$ cat config.mk
export PLATFORM = sky130hd
export DESIGN_NAME = rr_arbiter_8_flat
export DESIGN_NICKNAME = d
export VERILOG_FILES = /design/src/rtl/rr_arbiter_8_pkg.sv /design/src/rtl/rr_arbiter_8_if.sv /design/src/rtl/rr_arbiter_8_prio_enc.sv /design/src/rtl/rr_arbiter_8.sv /design/src/flat_wrapper.sv
export SDC_FILE = /design/constraint.sdc
export NUM_CORES = 1
export LEC_CHECK = 0
export ABC_AREA = 1
export CAP_MARGIN = 15
export CORE_MARGIN = 2
export CORE_UTILIZATION = 50
export CTS_BUF_LIST = sky130_fd_sc_hd__clkbuf_2 sky130_fd_sc_hd__clkbuf_4 sky130_fd_sc_hd__clkbuf_8
export CTS_CLUSTER_DIAMETER = 80
export DETAILED_ROUTE_END_ITERATION = 7
export PLACE_DENSITY = 0.77
export SLEW_MARGIN = 0
export SYNTH_ARGS = -nofsm -noshare
export SYNTH_HDL_FRONTEND = slang
export SYNTH_SLANG_ARGS = --single-unit
$ cat constraint.sdc
create_clock -name clk -period 3.28 [get_ports clk]
set_input_delay 0.328 -clock clk [delete_from_list [all_inputs] [get_ports clk]]
set_output_delay 0.328 -clock clk [all_outputs]
set_load 0.01 [all_outputs]
$ cat src/rtl/rr_arbiter_8_pkg.sv
// Shared constants, FSM state type and request-rotation helper for the
// 8-way round-robin arbiter.
package arb_pkg;

  localparam int N_REQ = 8;
  localparam int IDX_W = 3;

  typedef enum logic {IDLE, GRANT} arb_state_e;

  // Rotate right so that bit 0 of the result is req[ptr].
  function automatic logic [N_REQ-1:0] rotate_req(input logic [N_REQ-1:0] req,
                                                  input logic [IDX_W-1:0] ptr);
    return N_REQ'({req, req} >> ptr);
  endfunction

endpackage

$ cat src/rtl/rr_arbiter_8_if.sv
// Request/grant bundle between requesters (master) and the arbiter (slave).
interface rr_arbiter_8_if;
  import arb_pkg::*;

  logic [N_REQ-1:0] req;
  logic             done;
  logic [N_REQ-1:0] gnt;
  logic [IDX_W-1:0] gnt_idx;
  logic             gnt_valid;
  logic             timeout;

  modport master (output req, done, input gnt, gnt_idx, gnt_valid, timeout);
  modport slave  (input req, done, output gnt, gnt_idx, gnt_valid, timeout);

endinterface

$ cat src/rtl/rr_arbiter_8_prio_enc.sv
// Fixed-priority encoder: reports the index of the lowest set input bit.
module prio_enc_8_3
  import arb_pkg::*;
(
  input  logic [N_REQ-1:0] in_i,
  output logic [IDX_W-1:0] idx_o,
  output logic             valid_o
);

  // Scanning downwards lets the lowest set bit overwrite any higher one.
  always_comb begin
    idx_o = '0;
    for (int i = N_REQ - 1; i >= 0; i--) begin
      if (in_i[i]) idx_o = IDX_W'(i);
    end
  end

  assign valid_o = |in_i;

endmodule

$ cat src/rtl/rr_arbiter_8.sv
// 8-way round-robin arbiter with registered grants and a dead cycle between
// grants. Define ARB_TIMEOUT_EN to force-release grants held HOLD_MAX cycles.
module rr_arbiter_8
  import arb_pkg::*;
#(
  parameter int HOLD_MAX = 15
) (
  input logic           clk,
  input logic           rst,
  rr_arbiter_8_if.slave bus
);

  if (HOLD_MAX < 1) begin : gHoldCheck
    $error("rr_arbiter_8: HOLD_MAX must be at least 1");
  end

  arb_state_e       state_q, state_d;
  logic [IDX_W-1:0] ptr_q, ptr_d;
  logic [N_REQ-1:0] gnt_q, gnt_d;
  logic [IDX_W-1:0] idx_q, idx_d;
  logic             valid_q, valid_d;

  logic [N_REQ-1:0] rotReq;
  logic [IDX_W-1:0] encIdx;
  logic             encValid;
  logic [IDX_W-1:0] selIdx;
  logic             relNormal;
  logic             releaseGrant;

  // Rotating by ptr makes the encoder's "lowest bit wins" start the search at ptr.
  assign rotReq = rotate_req(bus.req, ptr_q);

  prio_enc_8_3 u_prio_enc (
    .in_i    (rotReq),
    .idx_o   (encIdx),
    .valid_o (encValid)
  );

  assign selIdx    = ptr_q + encIdx;
  assign relNormal = bus.done || !bus.req[idx_q];

`ifdef ARB_TIMEOUT_EN
  localparam int                CNT_W     = $clog2(HOLD_MAX + 1);
  localparam logic [CNT_W-1:0]  HOLD_LAST = CNT_W'(HOLD_MAX - 1);

  logic [CNT_W-1:0] holdCnt_q, holdCnt_d;
  logic             timeout_q, timeout_d;
  logic             expire;

  // holdCnt_q counts completed GRANT cycles, so the edge ending cycle HOLD_MAX expires.
  assign expire = (holdCnt_q == HOLD_LAST);

  always_ff @(posedge clk or posedge rst) begin
    if (rst) begin
      holdCnt_q <= '0;
      timeout_q <= 1'b0;
    end else begin
      holdCnt_q <= holdCnt_d;
      timeout_q <= timeout_d;
    end
  end
`endif

  always_ff @(posedge clk or posedge rst) begin
    if (rst) begin
      state_q <= IDLE;
      ptr_q   <= '0;
      gnt_q   <= '0;
      idx_q   <= '0;
      valid_q <= 1'b0;
    end else begin
      state_q <= state_d;
      ptr_q   <= ptr_d;
      gnt_q   <= gnt_d;
      idx_q   <= idx_d;
      valid_q <= valid_d;
    end
  end

  always_comb begin
    state_d      = state_q;
    ptr_d        = ptr_q;
    gnt_d        = gnt_q;
    idx_d        = idx_q;
    valid_d      = valid_q;
    releaseGrant = 1'b0;
`ifdef ARB_TIMEOUT_EN
    holdCnt_d    = holdCnt_q;
    timeout_d    = 1'b0;
`endif

    case (state_q)
      IDLE: begin
        if (encValid) begin
          state_d = GRANT;
          gnt_d   = N_REQ'(1) << selIdx;
          idx_d   = selIdx;
          valid_d = 1'b1;
`ifdef ARB_TIMEOUT_EN
          holdCnt_d = '0;
`endif
        end
      end
      GRANT: begin
        // A normal release wins over expiry on the same edge, suppressing timeout.
        if (relNormal) begin
          releaseGrant = 1'b1;
        end
`ifdef ARB_TIMEOUT_EN
        else if (expire) begin
          releaseGrant = 1'b1;
          timeout_d    = 1'b1;
        end else begin
          holdCnt_d = holdCnt_q + CNT_W'(1);
        end
`endif
      end
      default: state_d = IDLE;
    endcase

    if (releaseGrant) begin
      state_d = IDLE;
      ptr_d   = idx_q + IDX_W'(1);
      gnt_d   = '0;
      idx_d   = '0;
      valid_d = 1'b0;
    end
  end

  assign bus.gnt       = gnt_q;
  assign bus.gnt_idx   = idx_q;
  assign bus.gnt_valid = valid_q;
`ifdef ARB_TIMEOUT_EN
  assign bus.timeout   = timeout_q;
`else
  assign bus.timeout   = 1'b0;
`endif

endmodule

$ cat src/flat_wrapper.sv
// flat-port wrapper written by rule: the top's interface ports become plain ports
module rr_arbiter_8_flat import arb_pkg::*;
#(
  parameter int HOLD_MAX = 15
)
  (clk, rst, bus_req, bus_done, bus_gnt, bus_gnt_idx, bus_gnt_valid, bus_timeout);
  rr_arbiter_8_if bus_i ();
  input logic clk;
  input logic rst;
  input wire logic [$bits(bus_i.req)-1:0] bus_req;
  input wire logic [$bits(bus_i.done)-1:0] bus_done;
  output wire logic [$bits(bus_i.gnt)-1:0] bus_gnt;
  output wire logic [$bits(bus_i.gnt_idx)-1:0] bus_gnt_idx;
  output wire logic [$bits(bus_i.gnt_valid)-1:0] bus_gnt_valid;
  output wire logic [$bits(bus_i.timeout)-1:0] bus_timeout;
  assign bus_i.req = bus_req;
  assign bus_i.done = bus_done;
  assign bus_gnt = bus_i.gnt;
  assign bus_gnt_idx = bus_i.gnt_idx;
  assign bus_gnt_valid = bus_i.gnt_valid;
  assign bus_timeout = bus_i.timeout;
  rr_arbiter_8 #(.HOLD_MAX(HOLD_MAX)) u_core (.clk(clk), .rst(rst), .bus(bus_i));
endmodule
; ---- Word level (Yosys, flattened, before mapping)
; Cells that the tools add are included.
[word_totals]
input_bits = 11
register_bits = 16
out_inout_bits = 13
[classes]
shift = 2
reduce_logical = 5
n_eq_ne = 1
mux = 24
n_lt_le_gt_ge = 1
add_sub_neg = 2
[op_table]
columns = cell, count
row1 = $mux 3, 11
row2 = $mux 8, 3
row3 = $shr 16x3->8, 1
row4 = $mux 1, 9
row5 = $reduce_or 8->1, 1
row6 = $shl 1x3->8 const A, 1
row7 = $lt 3x4->1 const B, 1
row8 = $add 3x1->3 const B, 1
row9 = $add 3x3->3, 1
row10 = $bmux 1 s3, 1
row11 = $ne 2x2->1 const B, 1
row12 = $reduce_and 2->1, 1
row13 = $reduce_bool 2->1, 1
row14 = $logic_not 1->1, 1
row15 = $logic_or 1x1->1, 1

; ---- Longest topological paths before layout
; Gate-level depths: netlist of the first run.
[logic_depth]
word_depth = 14
depth_mapped = 21
ltp_nobuf = 20

; ---- Cells and area by module
; A second synthesis of the first run with hierarchy kept.
[hier_totals]
hier_cells = 185
area_unflattened_um2 = 1219.9
[by_module_without_submodules]
columns = mod, cells_each, area_per_inst_um2, instances
row1 = rr_arbiter_8, 163, 1121.1, 1
row2 = prio_enc_8_3, 22, 98.8, 1

; ---- Worst setup path before layout of the first run
; Ideal clock, no wire load.
[synth_timing]
path_type = reg-to-reg
startpoint = register u_core.ptr_q[1]
endpoint = register u_core.idx_q[2], in the netlist u_core.bus.gnt_idx[2]
arrival_ns = 2.455
setup_time_ns = 0.065
path_stages_with_launch = 21
path_slack_ns = 0.760
synth_period_minus_slack_ns = 2.520
cell_sequence = dfrtp_1 -> buf_6 -> inv_4 -> nand3_1 -> nand2_1 -> nand2_1 -> nand2_1 -> a21oi_1 -> o21ai_0 -> nand2_1 -> a21boi_0 -> ha_1 -> inv_1 -> fa_1 -> xor2_1 -> inv_1 -> nand3_1 -> nand2_4 -> nor2_4 -> nand2_1 -> nand2_1
[synth_via]
elab_chain_cells = 13
word_cells_on_any_way = 16
cone_classes = 1 x add/sub / 1 x shift / 11 x mux / 3 x reduce/logical
[synth_lines]
columns = item, line_no
row1 = "start, declared", rr_arbiter_8.sv:18  ; logic [IDX_W-1:0] ptr_q, ptr_d;
row2 = "start signal, assigned", rr_arbiter_8.sv:73  ; ptr_q <= ptr_d;
row3 = $shr 16x3->8, rr_arbiter_8_pkg.sv:13  ; return N_REQ'({req, req} >> ptr);
row4 = $mux 3 (8 in series), rr_arbiter_8_prio_enc.sv:14  ; if (in_i[i]) idx_o = IDX_W'(i);
row5 = $add 3x3->3, rr_arbiter_8.sv:39  ; assign selIdx = ptr_q + encIdx;
row6 = $mux 3, rr_arbiter_8.sv:94  ; if (encValid) begin
row7 = $mux 3, rr_arbiter_8.sv:92  ; case (state_q)
row8 = $mux 3, rr_arbiter_8.sv:121  ; if (releaseGrant) begin
row9 = "end signal, assigned", rr_arbiter_8.sv:75  ; idx_q <= idx_d;
row10 = "end, declared", rr_arbiter_8.sv:20  ; logic [IDX_W-1:0] idx_q, idx_d;
; Parallel ways exist; a longest one is shown, timed or not. The select of a mux whose other input is x is not followed.
; A chain may end at the register's enable or synchronous reset.

; ---- Worst setup path after layout of the first run
[layout_timing]
startpoint = register u_core.ptr_q[1]
endpoint = register u_core.gnt_q[5], in the netlist u_core.bus.gnt[5]
[layout_via]
elab_chain_cells = 14
word_cells_on_any_way = 17
cone_classes = 1 x add/sub / 2 x shift / 11 x mux / 3 x reduce/logical
[layout_lines]
columns = item, line_no
row1 = $shr 16x3->8, rr_arbiter_8_pkg.sv:13
row2 = $mux 3 (8 in series), rr_arbiter_8_prio_enc.sv:14
row3 = $add 3x3->3, rr_arbiter_8.sv:39
row4 = $shl 1x3->8, rr_arbiter_8.sv:96  ; gnt_d = N_REQ'(1) << selIdx;
row5 = $mux 8, rr_arbiter_8.sv:94
row6 = $mux 8, rr_arbiter_8.sv:92
row7 = $mux 8, rr_arbiter_8.sv:121
row8 = "end signal, assigned", rr_arbiter_8.sv:74  ; gnt_q <= gnt_d;
row9 = "end, declared", rr_arbiter_8.sv:19  ; logic [N_REQ-1:0] gnt_q, gnt_d;
; Parallel ways exist; a longest one is shown, timed or not. The select of a mux whose other input is x is not followed.

==> Implementation_results.wiki, run 1 <==
{| class="wikitable"
! Metric !! Value
|-
| Register area share after synthesis || 29.5%
|-
| Total track usage || 20.9%
|-
| Critical path required time || 3.51 ns
|-
| GP Congestion || 0.901
|-
| #FFs+latches synth || 16
|-
| Die outline height || 56.1 um
|-
| Average footprint of a synthesized cell || 6.86 um2
|-
| Number of buffers created by CTS || 3
|-
| Launching point of the worst reg2reg path || u_core.ptr_q[1]
|-
| Maxcap violations || 0
|-
| Number of detailed-route iterations in the first pass || 4
|-
| Number of nets in the finished design || 235
|-
| Critical Setup Path Class || reg -> reg
|-
| Measured slew at the worst slew-check pin || 0.604 ns
|-
| Critical-path cell list || inv_4, nand3_1, nand2_1, nand2_1, nand2_1, a21oi_1, o21ai_0, nand2_1, a21boi_0, ha_1, inv_1, fa_1, xor2_1, inv_1, nand3_1, nand2_4, nor2_4, nand2_1, nand2_1
|-
| Post-route clock period utilization || 87.4%
|-
| Worst r2r dst || u_core.bus.gnt[5]
|-
| Slowest cell on crit path || sky130_fd_sc_hd__dfrtp_2
|-
| Inst Count DP || 246
|-
| TritonCTS clock tree || yes
|-
| Number of antenna violations at the first check in global routing || 0
|-
| Worst path buffer plus inverter count || 3
|-
| DRC violations left || 0
|-
| Synthesis Warnings || 0
|-
| Initial standard-cell utilization of the core || 53.8%
|-
| Unrepaired setup endpoints after global routing || no
|-
| Cell at the root of the clock tree || sky130_fd_sc_hd__clkbuf_4
|-
| Number of global-route vias before repair || 1279
|-
| Placement row count || 18
|-
| Final worst path period need || 2.87 ns
|-
| Gate count after technology mapping || 198
|-
| Worst slack at placement || 0.105 ns
|-
| Startpoint class of the critical path || register
|-
| Fraction of final layout cells with drive strength greater than 1 || 16.9%
|-
| Congestion Overflow GR || 0
|-
| Area enclosed by the die boundary || 3150 um2
|-
| Average wire per standard cell || 12.1 um
|-
| Placeable Area || 2520 um2
|-
| Total negative slack || 0 ns
|-
| End-of-flow core utilization || 63.7%
|-
| Crit-path max FO || 10
|-
| Clock Skew || 0.000635 ns
|-
| Setup crit end || u_core.bus.gnt[5]
|-
| Number of hold violations in the final report || 0
|-
| Maximum single-stage delay on the critical path || 0.50 ns
|-
| Clk buf depth || 2
|-
| Family with the most delay on the worst path || simple AND/OR/NAND/NOR gates
|-
| Final setup viols || 0
|-
| Tightest slew margin relative to the limit || 59.7%
|-
| HPWL after detailed placement || 2440 um
|-
| Synthesized netlist net count || 212
|-
| Maximum level of the CTS H-tree || 1
|-
| CP arrival || 3.09 ns
|-
| Post-route cell area || 1610 um2
|-
| Endpoint type of the worst setup path || register
|-
| Growth of design area from synthesis to finish || 18.4%
|-
| Number of top-level design ports || 24
|-
| Via count || 1361
|-
| Peak clock frequency supported by timing || 0.349 GHz
|-
| Clock latency reported for the late side of the worst-skew pair || 0.28 ns
|-
| Wire length of the first global-routing pass || 5330 um
|-
| Largest net degree at the start of global routing || 17
|-
| Result of the run || finished, final reports clean
|-
| Worst reg-to-reg path cell count || 19
|-
| Number of setup buffers added after CTS || 0
|-
| Post-route non-filler standard cell count || 249
|-
| Depth of the critical timing path with buffers and inverters included || 19
|-
| Clock net sink count || 16
|-
| Setup slack of the most critical reg-to-reg path || 0.41 ns
|-
| Most frequent cell on the critical path || sky130_fd_sc_hd__nand2_1
|-
| Yosys cell types || 31
|-
| Most frequent standard cell in the layout excluding fill and tap cells || sky130_fd_sc_hd__nand2_1
|-
| Top library cells by usage in the layout, fill and taps aside || sky130_fd_sc_hd__nand2_1 (78), sky130_fd_sc_hd__nand3_1 (22), sky130_fd_sc_hd__clkdlybuf4s50_1 (22)
|-
| Count of buffers from port buffering || 22
|-
| Die width || 56.1 um
|-
| Class of the most critical hold timing path || in -> async
|-
| Final worst setup slack || 0.415 ns
|-
| Detailed Route WL || 3000 um
|-
| Vias per std cell || 5.47
|-
| PD cells || 1060 nW/um2
|-
| Count of inserted antenna diode cells || 0
|-
| Post-synthesis instance area || 1360 um2
|-
| Placed instance area || 1580 um2
|-
| Maximum resistive drop on vdd || 0.668 mV
|-
| Hold-fix buffer count after cts || 0
|-
| Register clock-pin slew on the reported worst setup and hold paths || 0.08 ns
|-
| Detail Route Antenna Nets || 0
|-
| Leakage dissipation || 0.844 nW
|-
| Max-slew violation total from the final report || 0
|-
| Cells resized by post-CTS repair || 0
|-
| Timing startpoint of the critical path || u_core.ptr_q[1]
|-
| Initial DRC Count || 61
|}
## area by class of cell
| cell class | instances | area [um2] |
|---|---|---|
| well taps | 30 | 37.5 |
| multi-input cells | 163 | 852 |
| repair buffers | 23 | 228 |
| fillers | 222 | 915 |
| flip-flops and latches | 16 | 403 |
| clock buffers | 3 | 22.5 |
| inverters | 14 | 65.1 |
## power by group
| part | switching, mW | internal (mW) | leakage, nW |
|---|---|---|---|
| sequential | 0.0943 | 0.278 | 0.205 |
| clock | 0.0582 | 0.0427 | 0.0138 |
| combinational | 0.779 | 0.458 | 0.625 |
## cells by family after synthesis
| group | after synthesis | synth area share [%] |
|---|---|---|
| XOR/XNOR | 2 | 1.29 |
| adder cells (fa/ha/maj) | 3 | 3.32 |
| buffers and inverters | 19 | 7.74 |
| flip-flops | 16 | 29.5 |
| AO/OA/AOI/OAI | 17 | 7.10 |
| other | 1 | 0.276 |
| AND/OR/NAND/NOR | 140 | 50.8 |
## sequential cells by signal, indices dropped and copies added, names as in the netlist
register	count
u_core.bus.gnt	8
u_core.bus.gnt_idx	3
u_core.ptr_q	3
u_core.bus.gnt_valid	1
u_core.state_q	1
## Yosys cell counts, drive strengths merged
master  instances  share of area [%]
dfrtp          16                 29
nand3          28                 13
inv            13                4.1
xor2            1               0.65
nand2          96                 32
a21boi          1               0.55
a21oi           1               0.37
conb            1               0.28
o211ai          2                1.1
nand4           1               0.46
ha              2                1.8
xnor2           1               0.65
fa              1                1.5
o22ai           1               0.46
o21bai          1               0.55
buf             5                2.9
clkinv          1               0.65
o21ai          11                4.1
nor2           15                6.1
## routing by layer
metal | wire length, um | global-route usage [%]
met2 | 1430 | 34.5
met5 | 0 | 0
met4 | 44 | 8.50
met3 | 85 | 2.56
met1 | 1440 | 27.7
## through the flow
stage / total power, mW / hold slack, ns
4_1_cts: 1.71 / 0.416
3_3_place_gp: 1.57 / 0.456
6_report: 1.71 / 0.405
3_5_place_dp: 1.61 / 0.464
2_1_floorplan: 1.33 / 0.242
5_1_grt: 1.90 / 0.478
## worst min-delay path by stage
stage                     slack [ns]                 start              endpoint
final                           0.40                   rst        u_core.state_q
after global routing            0.48                   rst  u_core.bus.gnt_valid
after CTS                       0.42                   rst        u_core.state_q
after detailed placement        0.46  u_core.bus.gnt_valid  u_core.bus.gnt_valid
after global placement          0.46  u_core.bus.gnt_valid  u_core.bus.gnt_valid
after floorplan                 0.24                   rst     u_core.bus.gnt[0]
Note: power is estimated with default switching activity, not from simulation.
==> run 2, diff against run 1 <==
ABC_AREA = default   (was 1)
CORE_MARGIN = default   (was 2)
PLACE_DENSITY = 0.79   (was 0.77)
==> Implementation_results.wiki, run 2 <==
{| class="wikitable"
! Metric !! Value
|-
| Average footprint of a synthesized cell || 11.7 um2 (was 6.86 um2)
|-
| CP arrival || 3.33 ns (was 3.09 ns)
|-
| Detail Route Antenna Nets || 0 (unchanged)
|-
| Final worst path period need || 3.10 ns (was 2.87 ns)
|-
| Critical path required time || 3.52 ns (was 3.51 ns)
|-
| Worst reg-to-reg path cell count || 12 (was 19)
|-
| Clock net sink count || 16 (unchanged)
|-
| Number of detailed-route iterations in the first pass || 4 (unchanged)
|-
| Startpoint class of the critical path || register (unchanged)
|-
| Number of antenna violations at the first check in global routing || 0 (unchanged)
|-
| Post-synthesis instance area || 1150 um2 (was 1360 um2)
|-
| Average wire per standard cell || 16.3 um (was 12.1 um)
|-
| Switching power of the nets || 0.693 mW (was 0.932 mW)
|-
| Placement row count || 16 (was 18)
|-
| Largest net degree at the start of global routing || 17 (unchanged)
|-
| Ys flop type || sky130_fd_sc_hd__dfrtp_1 (unchanged)
|-
| Number of top-level design ports || 24 (unchanged)
|-
| Launching point of the worst reg2reg path || u_core.ptr_q[0] (was u_core.ptr_q[1])
|-
| GR peak layer || met2 (unchanged)
|-
| Synthesized netlist net count || 112 (was 212)
|-
| Result of the run || finished, final reports clean (unchanged)
|-
| Part of the power in registers || 23.4% (was 21.8%)
|-
| Die width || 49.9 um (was 56.1 um)
|-
| Tightest slew margin relative to the limit || 60.3% (was 59.7%)
|-
| Endpoint type of the worst setup path || register (unchanged)
|-
| Yosys cell types || 37 (was 31)
|-
| Critical Setup Path Class || reg -> reg (unchanged)
|-
| TritonCTS clock tree || yes (unchanged)
|-
| Synthesis Warnings || 0 (unchanged)
|-
| Number of hold violations in the final report || 0 (unchanged)
|-
| Number of flops mapped to enable cells by yosys || 0 (unchanged)
|-
| Total design power || 1.62 mW (was 1.71 mW)
|-
| Maxcap violations || 0 (unchanged)
|-
| Class of the most critical hold timing path || in -> async (unchanged)
|-
| Clock Skew || 0.00878 ns (was 0.000635 ns)
|-
| Crit-path max FO || 10 (unchanged)
|-
| DRC violations left || 0 (unchanged)
|-
| Growth of design area from synthesis to finish || 26.4% (was 18.4%)
|-
| Global Route met3 Usage || 6.17% (was 2.56%)
|-
| Top library cells by usage in the layout, fill and taps aside || sky130_fd_sc_hd__clkdlybuf4s50_1 (22), sky130_fd_sc_hd__dfrtp_1 (16), sky130_fd_sc_hd__mux4_2 (10) (was sky130_fd_sc_hd__nand2_1 (78), sky130_fd_sc_hd__nand3_1 (22), sky130_fd_sc_hd__clkdlybuf4s50_1 (22))
|-
| Cell at the root of the clock tree || sky130_fd_sc_hd__clkbuf_4 (unchanged)
|-
| Routing usage on met1 || 31.2% (was 27.7%)
|-
| Register area share after synthesis || 34.9% (was 29.5%)
|-
| Share of total power consumed by net switching || 42.7% (was 54.5%)
|-
| Wire length of the first global-routing pass || 4450 um (was 5330 um)
|-
| Initial DRC Count || 13 (was 61)
|-
| Via count || 926 (was 1361)
|-
| Hold-fix buffer count after cts || 0 (unchanged)
|-
| #FFs+latches synth || 16 (unchanged)
|-
| Flip-flop count of the largest register after layout || 8 (unchanged)
|-
| Dominant cell by count in the synthesized netlist || sky130_fd_sc_hd__dfrtp_1 (was sky130_fd_sc_hd__nand2_1)
|-
| GP Congestion || 0.872 (was 0.901)
|-
| PD cells || 1120 nW/um2 (was 1060 nW/um2)
|-
| Total track usage || 23.5% (was 20.9%)
|-
| Setup slack of the most critical reg-to-reg path || 0.18 ns (was 0.41 ns)
|-
| Initial standard-cell utilization of the core || 55.7% (was 53.8%)
|-
| Most frequent standard cell in the layout excluding fill and tap cells || sky130_fd_sc_hd__clkdlybuf4s50_1 (was sky130_fd_sc_hd__nand2_1)
|-
| Peak clock frequency supported by timing || 0.323 GHz (was 0.349 GHz)
|-
| Sequential cell area in the final layout || 400 um2 (was 403 um2)
|-
| Unrepaired setup endpoints after global routing || no (unchanged)
|-
| Final setup viols || 0 (unchanged)
|-
| Vias per std cell || 6.09 (was 5.47)
|-
| Register clock-pin slew on the reported worst setup and hold paths || 0.10 ns (was 0.08 ns)
|-
| Internal Pwr Total || 0.929 mW (was 0.778 mW)
|-
| Area enclosed by the die boundary || 2490 um2 (was 3150 um2)
|-
| Count of filler cells inserted in the layout || 160 (was 222)
|-
| Detailed Route WL || 2480 um (was 3000 um)
|-
| Count of buffers from port buffering || 22 (unchanged)
|-
| Number of global-route vias before repair || 973 (was 1279)
|-
| Number of nets in the finished design || 141 (was 235)
|-
| Max-slew violation total from the final report || 0 (unchanged)
|-
| Multi-input logic area || 687 um2 (was 852 um2)
|-
| Proportion of synthesized flip-flops having asynchronous set or reset || 100% (unchanged)
|-
| Congestion Overflow GR || 0 (unchanged)
|-
| Post-route clock period utilization || 94.4% (was 87.4%)
|-
| Part of the total power dissipated in combinational logic || 70.1% (was 72.3%)
|-
| Count of inserted antenna diode cells || 0 (unchanged)
|-
| Worst r2r dst || u_core.bus.gnt[5] (unchanged)
|-
| Clock latency reported for the late side of the worst-skew pair || 0.29 ns (was 0.28 ns)
|-
| Maximum resistive drop on vdd || 0.734 mV (was 0.668 mV)
|-
| HPWL after detailed placement || 1930 um (was 2440 um)
|-
| Inst Count DP || 149 (was 246)
|-
| Number of setup buffers added after CTS || 0 (unchanged)
|-
| Global routing met2 resource utilization || 39.4% (was 34.5%)
|-
| Placeable Area || 2060 um2 (was 2520 um2)
|-
| Cell types with the highest counts after synthesis || sky130_fd_sc_hd__dfrtp_1 (16), sky130_fd_sc_hd__mux4_2 (10), sky130_fd_sc_hd__inv_1 (6) (was sky130_fd_sc_hd__nand2_1 (78), sky130_fd_sc_hd__nand3_1 (22), sky130_fd_sc_hd__dfrtp_1 (16))
|-
| Gate count after technology mapping || 98 (was 198)
|-
| Leading cell types by total area after synthesis || sky130_fd_sc_hd__dfrtp_1 (35%), sky130_fd_sc_hd__mux4_2 (20%), sky130_fd_sc_hd__a32o_1 (3.5%) (was sky130_fd_sc_hd__dfrtp_1 (29%), sky130_fd_sc_hd__nand2_1 (22%), sky130_fd_sc_hd__nand3_1 (8.1%))
|-
| Fraction of final layout cells with drive strength greater than 1 || 21.6% (was 16.9%)
|-
| Cells resized by post-CTS repair || 0 (unchanged)
|-
| Post-route non-filler standard cell count || 152 (was 249)
|-
| Clk buf depth || 2 (unchanged)
|-
| Measured slew at the worst slew-check pin || 0.596 ns (was 0.604 ns)
|-
| Number of buffers created by CTS || 3 (unchanged)
|-
| Top cell type by total area after synthesis || sky130_fd_sc_hd__dfrtp_1 (unchanged)
|-
| Maximum level of the CTS H-tree || 1 (unchanged)
|-
| Leakage dissipation || 0.590 nW (was 0.844 nW)
|-
| Die outline height || 49.9 um (was 56.1 um)
|-
| Clock share of power || 6.5% (was 5.9%)
|-
| Fraction of post-synthesis cell area in the top cell type by area || 34.9% (was 29.5%)
|}
[run 2: cell types whose count changed after synthesis, sizes merged, moves of 5 or more]
cell   previous run  this run
mux4              0        10
nand2            96         5
o21ai            11         6
nand3            28         0
inv              13         6
nor2             15         5
[run 2: stage by stage]
step	worst slack (ns)	utilization, %	setup TNS [ns]	hold WS, ns	area, um2
after floorplan	0.349	-	0	0.242	1150
after global placement	-0.0572	69.3	-0.0966	0.466	1430
after detailed placement	-0.0981	69.3	-0.267	0.491	1430
after CTS	0.176	70.4	0	0.435	1450
after global routing	0.00136	70.4	0	0.464	1450
final	0.184	70.4	0	0.409	1450
[run 2: critical path, stage by stage, from the launching register on]
cell and delay [ns]:
sky130_fd_sc_hd__dfrtp_1 0.38, sky130_fd_sc_hd__buf_12 0.15, sky130_fd_sc_hd__mux4_2 0.54, sky130_fd_sc_hd__nand2b_1 0.17, sky130_fd_sc_hd__a21oi_1 0.16, sky130_fd_sc_hd__o21ai_0 0.12
sky130_fd_sc_hd__o211ai_1 0.19, sky130_fd_sc_hd__ha_1 0.17, sky130_fd_sc_hd__inv_1 0.04, sky130_fd_sc_hd__fa_1 0.44, sky130_fd_sc_hd__a211o_1 0.26, sky130_fd_sc_hd__a21oi_2 0.22
sky130_fd_sc_hd__a32o_1 0.20
[run 2: kinds of logic (layout without fill, tap and decap cells)]
family / Yosys count / after routing / synth area share [%]
AO/OA/AOI/OAI: 32 / 32 / 20.5
XOR/XNOR: 2 / 2 / 2.18
adder cells (fa/ha/maj): 4 / 4 / 4.90
buffers and inverters: 11 / 38 / 5.34
flip-flops: 16 / 16 / 34.9
multiplexers: 12 / 12 / 21.5
other: 1 / 1 / 0.326
AND/OR/NAND/NOR: 20 / 20 / 10.5
[run 2: worst max-delay path by stage]
stage / from / endpoint / slack (ns)
after floorplan: u_core.ptr_q[0] / u_core.bus.gnt[5] / 0.35
after global placement: bus_req[5] / u_core.bus.gnt[5] / -0.06
after detailed placement: bus_req[5] / u_core.bus.gnt[5] / -0.1
after CTS: u_core.ptr_q[0] / u_core.bus.gnt[5] / 0.18
after global routing: u_core.ptr_q[1] / u_core.bus.gnt[7] / 0.001
final: u_core.ptr_q[0] / u_core.bus.gnt[5] / 0.18
[run 2: cell type report]
| type | count | share of cell area (%) |
|---|---|---|
| well taps | 27 | 2.33 |
| clock buffers | 3 | 1.55 |
| repair buffers | 29 | 19.7 |
| multi-input cells | 71 | 47.3 |
| flip-flops and latches | 16 | 27.6 |
| inverters | 6 | 1.55 |
[run 2: power groups by stage]
| stage | sequential, mW | combinational, mW | clock [mW] |
|---|---|---|---|
| after global routing | 0.395 | 1.26 | 0.115 |
| after floorplan | 0.364 | 0.794 | 0 |
| after global placement | 0.378 | 1.11 | 0 |
| after CTS | 0.380 | 1.15 | 0.106 |
| after detailed placement | 0.385 | 1.14 | 0 |
| final | 0.380 | 1.14 | 0.105 |
[run 2: routing by layer]
metal | wire length (um) | part of all wire [%]
met1 | 1120 | 45
met2 | 1260 | 51
met3 | 95 | 3.8
met4 | 0 | 0
met5 | 0 | 0
